--- src/rtl/bit_window_sampler.sv ---
// Captures a 6-bit MSB-first serial frame, one bit every tick_div+1 cycles, and holds it until the consumer accepts it.
// Optional MAJORITY_VOTE_EN: each bit is a 2-of-3 vote over the last three counter positions of its period.
module bit_window_sampler (
  input  logic       clk,
  input  logic       rst_n,
  input  logic       din,
  input  logic       start,
  input  logic [7:0] tick_div,
  output logic [5:0] frame,
  output logic       frame_valid,
  input  logic       frame_ready,
  output logic       busy,
  output logic       overrun
);

  typedef enum logic [1:0] {IDLE, FILL, HOLD} state_t;

  state_t      state_q, state_d;
  logic [7:0]  tdiv_q, tdiv_d;
  logic [7:0]  cnt_q, cnt_d;
  logic [2:0]  bitcnt_q, bitcnt_d;
  logic [5:0]  shift_q, shift_d;
  logic [5:0]  frame_q, frame_d;
  logic        frame_valid_q, frame_valid_d;
  logic        busy_q, busy_d;
  logic        overrun_q, overrun_d;
  logic [7:0]  tdiv_latch;
  logic        sample_bit;

`ifdef MAJORITY_VOTE_EN
  logic [1:0]  vote_q, vote_d;

  // Clamping the period to at least 3 cycles guarantees three distinct vote positions.
  assign tdiv_latch = (tick_div < 8'd2) ? 8'd2 : tick_div;
  assign sample_bit = (vote_q[0] & vote_q[1]) | (vote_q[0] & din) | (vote_q[1] & din);

  always_comb begin
    vote_d = vote_q;
    if (state_q == FILL) begin
      if (cnt_q == tdiv_q - 8'd2) vote_d[0] = din;
      if (cnt_q == tdiv_q - 8'd1) vote_d[1] = din;
    end
  end

  always_ff @(posedge clk) begin
    if (!rst_n) vote_q <= 2'b00;
    else        vote_q <= vote_d;
  end
`else
  assign tdiv_latch = tick_div;
  assign sample_bit = din;
`endif

  always_comb begin
    state_d       = state_q;
    tdiv_d        = tdiv_q;
    cnt_d         = cnt_q;
    bitcnt_d      = bitcnt_q;
    shift_d       = shift_q;
    frame_d       = frame_q;
    frame_valid_d = frame_valid_q;
    overrun_d     = overrun_q;

    case (state_q)
      IDLE: begin
        if (start) begin
          state_d  = FILL;
          tdiv_d   = tdiv_latch;
          cnt_d    = 8'd0;
          bitcnt_d = 3'd0;
        end
      end
      FILL: begin
        if (cnt_q == tdiv_q) begin
          cnt_d   = 8'd0;
          shift_d = {shift_q[4:0], sample_bit};
          if (bitcnt_q == 3'd5) begin
            state_d       = HOLD;
            frame_d       = {shift_q[4:0], sample_bit};
            frame_valid_d = 1'b1;
            bitcnt_d      = 3'd0;
          end else begin
            bitcnt_d = bitcnt_q + 3'd1;
          end
        end else begin
          cnt_d = cnt_q + 8'd1;
        end
      end
      HOLD: begin
        if (frame_ready) begin
          frame_valid_d = 1'b0;
          if (start) begin
            // Back-to-back: the accepted frame frees the slot, so a start here is not lost.
            state_d  = FILL;
            tdiv_d   = tdiv_latch;
            cnt_d    = 8'd0;
            bitcnt_d = 3'd0;
          end else begin
            state_d = IDLE;
          end
        end else if (start) begin
          overrun_d = 1'b1;
        end
      end
      default: state_d = IDLE;
    endcase

    busy_d = (state_d != IDLE);
  end

  always_ff @(posedge clk) begin
    if (!rst_n) begin
      state_q       <= IDLE;
      tdiv_q        <= 8'd0;
      cnt_q         <= 8'd0;
      bitcnt_q      <= 3'd0;
      shift_q       <= 6'd0;
      frame_q       <= 6'd0;
      frame_valid_q <= 1'b0;
      busy_q        <= 1'b0;
      overrun_q     <= 1'b0;
    end else begin
      state_q       <= state_d;
      tdiv_q        <= tdiv_d;
      cnt_q         <= cnt_d;
      bitcnt_q      <= bitcnt_d;
      shift_q       <= shift_d;
      frame_q       <= frame_d;
      frame_valid_q <= frame_valid_d;
      busy_q        <= busy_d;
      overrun_q     <= overrun_d;
    end
  end

  assign frame       = frame_q;
  assign frame_valid = frame_valid_q;
  assign busy        = busy_q;
  assign overrun     = overrun_q;

endmodule

--- config.mk ---
export PLATFORM = sky130hd
export DESIGN_NAME = bit_window_sampler
export DESIGN_NICKNAME = d
export VERILOG_FILES = /design/src/rtl/bit_window_sampler.sv
export SDC_FILE = /design/constraint.sdc
export NUM_CORES = 1
export LEC_CHECK = 0
export BUFFER_PORTS_ARGS = -buffer_cell sky130_fd_sc_hd__clkbuf_2
export CAP_MARGIN = 0
export CORE_ASPECT_RATIO = 0.5
export CORE_UTILIZATION = 36
export DETAILED_ROUTE_END_ITERATION = 16
export HOLD_SLACK_MARGIN = 0.15
export PLACE_DENSITY = 0.56
export SLEW_MARGIN = 25
export SYNTH_ARGS = -nofsm -noshare
export SYNTH_HDL_FRONTEND = slang
export SYNTH_SLANG_ARGS = --single-unit
--- constraint.sdc ---
create_clock -name clk -period 1.9 [get_ports clk]
set_input_delay 0.19 -clock clk [delete_from_list [all_inputs] [get_ports clk]]
set_output_delay 0.19 -clock clk [all_outputs]
set_load 0.02 [all_outputs]
* Yosys cells after proc, flatten, opt, wreduce, memory -nomap -nowiden
Index checks and enable logic that the tools add are counted.
W data, S select, Z words.
** Storage, ports and cells
- Register bits :: 35
- Output and inout bits :: 9
- Logic and storage cells :: 53
** Operators by class
- $add $sub $neg :: 2
- Equality and inequality tests :: 7
- Mux-type cells :: 22
- Bitwise logic cells :: 1
- Reduce and logical (&&, ||, !) cells :: 12
** Operators by type and width (number)
- $mux W8 :: 5
- $pmux W8 S3 :: 1
- $pmux W8 S2 :: 1
- $mux W3 :: 4
- $pmux W3 S3 :: 1
- $reduce_and A3 Y1 :: 3
- $add A8 B1 Y8 const B :: 1
- $eq A8 B8 Y1 :: 1
- $mux W2 :: 4
- $ne A2 B2 Y1 const B :: 3
- $pmux W2 S3 :: 1
- $reduce_and A2 Y1 :: 3
- $reduce_bool A2 Y1 :: 3
- $mux W1 :: 4
- $reduce_and A4 Y1 :: 1
- $add A3 B1 Y3 const B :: 1
- $eq A3 B3 Y1 const B :: 1
- $reduce_bool A3 Y1 :: 1
- $eq A2 B1 Y1 const B :: 1
- $eq A2 B2 Y1 const B :: 1
- $logic_not A2 Y1 :: 1
- $pmux W1 S2 :: 1
- $not A1 Y1 :: 1

* Depth between registers and ports, before layout
Gate-level depths: netlist (run 1).
- Depth in word-level cells :: 5
- Mapped depth :: 5
- Mapped depth without buffers :: 4

* Worst setup path before layout (run 1)
No wires, ideal clock.
- Path kind :: register to register
- Start point :: register cnt_q[0]
- End point :: register bitcnt_q[0]
- Library setup time :: 0.121 ns
- Arrival time :: 1.416 ns
- Slack :: 0.362 ns
- Cell stages (with the launch flop) :: 5
- Path through :: dfxtp_1 -> xnor2_1 -> nand4_2 -> nor3_4 -> mux2_4
** Between the ends
- Word-level cells in the longest chain between the ends :: 3
** Ends and longest elaborated chain
- start, declared :: line 20 : logic [7:0] cnt_q, cnt_d;
- start signal, assigned :: line 125 : cnt_q <= cnt_d;
- $eq A8 B8 Y1 :: line 74 : if (cnt_q == tdiv_q) begin
- $ne A2 B2 Y1 (no source line)
- $reduce_and A3 Y1 (no source line)
- end signal, assigned :: line 126 : bitcnt_q <= bitcnt_d;
- end, declared :: line 21 : logic [2:0] bitcnt_q, bitcnt_d;
Every way passes these cells.
A chain may end at the register's enable or synchronous reset.

* Worst setup path after layout (run 1)
- Start point :: register cnt_q[3]
- End point :: register bitcnt_q[2]
The elaborated chain is that of the path after synthesis.

==> results of run 1 <==
## registers in the layout, summed over array words and instances (netlist names)
name         flops
bitcnt_q         3
busy             1
cnt_q            8
frame            6
frame_valid      1
overrun          1
shift_q          5
state_q          2
tdiv_q           8
## cells in the mapped netlist (4+ instances only)
cell type   n  share of area [%]
a21oi_1    20                6.2
xnor2_1     4                2.2
clkbuf_1    5                1.2
o21ai_0     5                1.6
nor2_1      4               0.93
nand3_1     5                1.6
dfxtp_1    35                 43
nand2_1    38                8.8
mux2i_1    11                6.8
## layout make-up
cell class                 instances  area share, %
multi-input combinational        129           43.8
sequential                        35           35.6
timing repair buffer              36           12.2
clock buffer                       7           3.88
tap                               54           3.44
inverter                           4          0.764
clock inverter                     1          0.255
## worst max path at each step
| stage | cells after the start | slack (ns) | endpoint |
|---|---|---|---|
| after floorplan | 4 | 0.36 | bitcnt_q[0] |
| after global placement | 4 | 0.27 | bitcnt_q[2] |
| after detailed placement | 4 | 0.26 | bitcnt_q[2] |
| after CTS | 4 | 0.27 | bitcnt_q[2] |
| after global routing | 4 | 0.14 | frame[1] |
| final | 4 | 0.28 | bitcnt_q[2] |
## power groups by stage
stage	clock network, mW	registers [mW]	logic [mW]
finish	0.519	0.771	0.197
global route	0.580	0.774	0.219
CTS	0.547	0.771	0.196
detailed placement	0	0.788	0.180
global placement	0	0.787	0.181
floorplan	0	0.786	0.130
## per-layer routing
| metal | share of wire (%) | vias up |
|---|---|---|
| li1 | - | 687 |
| met1 | 53 | 590 |
| met2 | 42 | 16 |
| met3 | 3.8 | 5 |
| met4 | 1.5 | 0 |
| met5 | 0 | - |
## worst max-delay path, stage by stage, from the launching register on
cell     delay, ns
dfxtp_1       0.51
xnor2_4       0.16
nand4_4       0.17
nor4_2        0.30
mux2_2        0.37
## cell families after synthesis
group | count (synthesis) | synth area share (%)
flops | 35 | 43.4
xor+xnor | 8 | 6.90
simple gates | 73 | 24.5
buf+inv | 12 | 3.18
fa+ha+maj | 1 | 0.776
compound gates | 34 | 12.7
mux | 13 | 8.46
==> run summary, run 1 <==
CTS sink cnt: 35
Finished Layout Cells: 266
Final max-slew violation count: 0
Sequential share of power: 51.9%
Register Area: 701 µm²
Cell count after placement: 249
Max Fanout on Critical Path: 7
Period minus WS final: 1.62 ns
Avg WL per Cell: 12.4 µm
Ant diodes: 0
GR Util met3: 4.87%
Nets: 225
Final setup viols: 0
DPL Wire Length: 2290 µm
Unrepaired setup endpoints after global routing: false
Switching share of power: 26.3%
IO buf count: 21
TritonCTS clock tree: done
Peak Freq: 616 MHz
Area occupied by multi-input gates: 861 µm²
Peak VDD IR: 0.390 mV
Clock buffer depth: 2
Fin. Hold Viols: 0
Critical path arrival: 1.80 ns
Area of the die: 4770 µm²
Vias in the first global route: 1218
Worst setup path start: cnt_q[3]
Iter 0 DRT Violations: 34
Area growth from synthesis to layout: 21.9%
Detailed-route vias per instance: 4.88
Final worst setup slack: 0.278 ns
MaxCap Viol Count: 0
Synth unique cells: 42
Largest net degree at the start of global routing: 19
CTS buffer count: 5
Final Wtd Congestion: 0.752
Cell Rows: 16
Syn_area_per_cell: 9.16 µm²
Core Util, Final: 48.1%
GRT met2 Usage: 22.7%
Critical path endpoint category: flip-flop
Data required, critical path: 2.08 ns
Total track usage: 15.7%
Final period util: 85.4%
CTS Hold Buffers Added: 9
Status: complete, no violations
Main flop type after synthesis: dfxtp_1
Total gr overflow: 0
Tightest Pin Transition: 0.654 ns
Part of the power in the clock network: 34.9%
First-pass GRT wire length: 5840 µm
Rel. slew slack: 56.4%
FF-to-FF Start: cnt_q[3]
Ports: 22
Lkg Pwr: 0.741 nW
Worst skew pair latency: 0.29 ns
Most common cell after layout, fill and taps aside: nand2_1
Hold WC Path Type: input port to flip-flop
R2r worst-path depth: 4
Ys Warns: 0
CTS H-Tree Depth: 2
Core region area: 4080 µm²
Mapped Area: 1610 µm²
Final wirelength: 3310 µm
Setup Skew: 0.00701 ns
Crit Path Class: flip-flop to flip-flop
Internal power: 1.10 mW
Post-CTS setup buffer count: 0
Remaining antenna violation count after routing: 0
Hold Crit Depth: 3
Starting density of the core: 39.5%
# DRC: 0
Worst flop-to-flop path endpoint: bitcnt_q[2]
DR vias: 1298
Pwr per Cell Area: 757 nW/µm²
Initial antenna violation count: 0
Clk Tree Root Cell: clkbuf_8
Setup crit start kind: flip-flop
Filler instances: 406
Finished Cell Area: 1970 µm²
Setup total negative slack: 0 ns
Worst R2R Setup Slack: 0.28 ns
Syn nets: 190
Comb power frac: 13.2%
Cell Area, Placed: 1790 µm²
Switch Pwr: 0.391 mW
Power Total: 1.49 mW
M1 GR Usage: 21.3%
Post-place setup slack: 0.258 ns
Asr flop ratio synth: 0%
Hold Path End: busy
Die width: 96.7 µm
Synth Register Bits: 35
Share of cells above drive strength 1: 21.2%
Die H: 49.3 µm
CTS clk-pin slew, worst paths: 0.07 ns
Cells after synthesis: 176
Gr busiest metal: met2
Tightest hold margin: 0.238 ns
HP Start: start
Post-synth EDFFs: 0
Initial DRT Pass Iterations: 4
Post-CTS resize count: 0
Commonest cells after routing, fill and taps aside: 38 x nand2_1, 35 x dfxtp_1, 21 x clkbuf_2
Register area share after synthesis: 43.4%
Power figures use the tool's default switching activity.
==> run 2, diff against run 1 <==
--- a/config.mk
+++ b/config.mk
@@ -8,10 +8,10 @@
 export BUFFER_PORTS_ARGS = -buffer_cell sky130_fd_sc_hd__clkbuf_2
 export CAP_MARGIN = 0
 export CORE_ASPECT_RATIO = 0.5
-export CORE_UTILIZATION = 36
+export CORE_UTILIZATION = 37
 export DETAILED_ROUTE_END_ITERATION = 16
 export HOLD_SLACK_MARGIN = 0.15
-export PLACE_DENSITY = 0.56
+export PLACE_DENSITY = 0.57
 export SLEW_MARGIN = 25
 export SYNTH_ARGS = -nofsm -noshare
 export SYNTH_HDL_FRONTEND = slang
==> run 2 against run 1 <==
Fmax shrank 1.9%. Critical path type unchanged. Hold slack lost 0.076 ns. Final area grew 0.83%. Highest routed layer unchanged. Non-clock buffer count is the same. Largest cell class unchanged. Wire length shrank 2.1%. Sequential power is essentially flat. Critical path depth is the same.
==> run summary, run 2 (synthesized netlist as in run 1, its figures left out) <==
Status: complete, no violations
Remaining antenna violation count after routing: 0
Detailed-route vias per instance: 4.89
Tightest Pin Transition: 0.643 ns
Share of cells above drive strength 1: 22.2%
Commonest cells after routing, fill and taps aside: 38 x nand2_1, 35 x dfxtp_1, 21 x clkbuf_2
Fin. Hold Viols: 0
Critical path endpoint category: flip-flop
DPL Wire Length: 2350 µm
Post-CTS resize count: 0
Pwr per Cell Area: 786 nW/µm²
Peak VDD IR: 0.309 mV
Final Wtd Congestion: 0.755
Unrepaired setup endpoints after global routing: false
Critical path arrival: 1.83 ns
Total gr overflow: 0
Setup total negative slack: 0 ns
MaxCap Viol Count: 0
Data required, critical path: 2.07 ns
Core Util, Final: 49.0%
Ports: 22
Slowest CP cell: dfxtp_1
Final wirelength: 3240 µm
Peak Freq: 605 MHz
CTS clk-pin slew, worst paths: 0.07 ns
Avg WL per Cell: 12.2 µm
Nets: 225
Max incr delay on CP: 0.53 ns
Most common cell after layout, fill and taps aside: nand2_1
Ant diodes: 0
Setup Skew: 0.00464 ns
Finished Cell Area: 1980 µm²
TritonCTS clock tree: done
Power Total: 1.56 mW
Hold Crit Depth: 3
Worst skew pair latency: 0.28 ns
CP Depth: 4
Core region area: 4040 µm²
Die width: 95.4 µm
Crit Path Class: flip-flop to flip-flop
Die H: 48.7 µm
Switching share of power: 24.9%
Initial antenna violation count: 0
CTS buffer count: 5
Cell Chain, Critical Path: xnor2_4, nand4_4, nor4_2, mux2_2
Vias in the first global route: 1222
Max Fanout on Critical Path: 7
Final max-slew violation count: 0
Tightest hold margin: 0.162 ns
Filler instances: 404
Comb power frac: 12.8%
Total track usage: 15.8%
Post-place setup slack: 0.263 ns
Largest net degree at the start of global routing: 19
Cell Area, Placed: 1800 µm²
IO buf count: 21
Clk Tree Root Cell: clkbuf_8
Sequential share of power: 49.4%
Clock buffer depth: 2
Cell Rows: 16
Setup crit start kind: flip-flop
Starting density of the core: 39.9%
Iter 0 DRT Violations: 45
Rel. slew slack: 57.2%
Area growth from synthesis to layout: 22.9%
# DRC: 0
Final setup viols: 0
Lkg Pwr: 0.751 nW
Cell count after placement: 250
WP buf/inv: 0
DR vias: 1301
Area of the die: 4640 µm²
First-pass GRT wire length: 5660 µm
CTS sink cnt: 35
CTS H-Tree Depth: 2
Critical path's top delay family: flip-flops
Switch Pwr: 0.388 mW
R2r worst-path depth: 4
Final worst setup slack: 0.246 ns
Finished Layout Cells: 266
Initial DRT Pass Iterations: 6
Period minus WS final: 1.65 ns
Final period util: 87.1%
Internal power: 1.17 mW
Hold WC Path Type: input port to flip-flop
Part of the power in the clock network: 37.8%
run 2: final cells by class:
type | count | area (µm²) | share of cell area (%)
flip-flops and latches | 35 | 701 | 35.4
clock buffers | 8 | 100 | 5.05
inverters | 4 | 15.0 | 0.758
repair buffers | 36 | 238 | 12.0
multi-input cells | 129 | 861 | 43.4
well taps | 54 | 67.6 | 3.41
run 2: per-layer routing:
metal  global-route usage (%)  share of wire [%]
met1                     22.6                 54
met5                        0                  0
met3                     4.56                3.2
met2                     22.4                 42
met4                     5.97                1.1
run 2: timing repair:
action	CTS	global route
hold buffers	8	0
endpoints found under the hold margin	8	0
setup buffers	0	0
run 2: path summary, 6_finish.rpt:
kind / from / to / slack, ns
worst max register to register: cnt_q[3] / bitcnt_q[2] / 0.25
worst max-delay path: cnt_q[3] / bitcnt_q[2] / 0.25
worst min register to register: frame[2] / frame[2] / 0.46
worst min-delay path: din / frame[0] / 0.16
run 2: power by group through the flow:
stage | Clock [mW] | Sequential (mW) | Combinational (mW)
final | 0.589 | 0.770 | 0.199
after detailed placement | 0 | 0.787 | 0.186
after CTS | 0.605 | 0.770 | 0.200
after global routing | 0.644 | 0.772 | 0.222
after floorplan | 0 | 0.786 | 0.130
after global placement | 0 | 0.786 | 0.186
run 2: worst register-to-register path, delay by kind of cell, from the launching register on:
kind                      cells  cell delay (ns)
xor gates and xnor gates      1             0.17
muxes                         1             0.37
DFF                           1             0.53
and+or+nand+nor               2             0.48
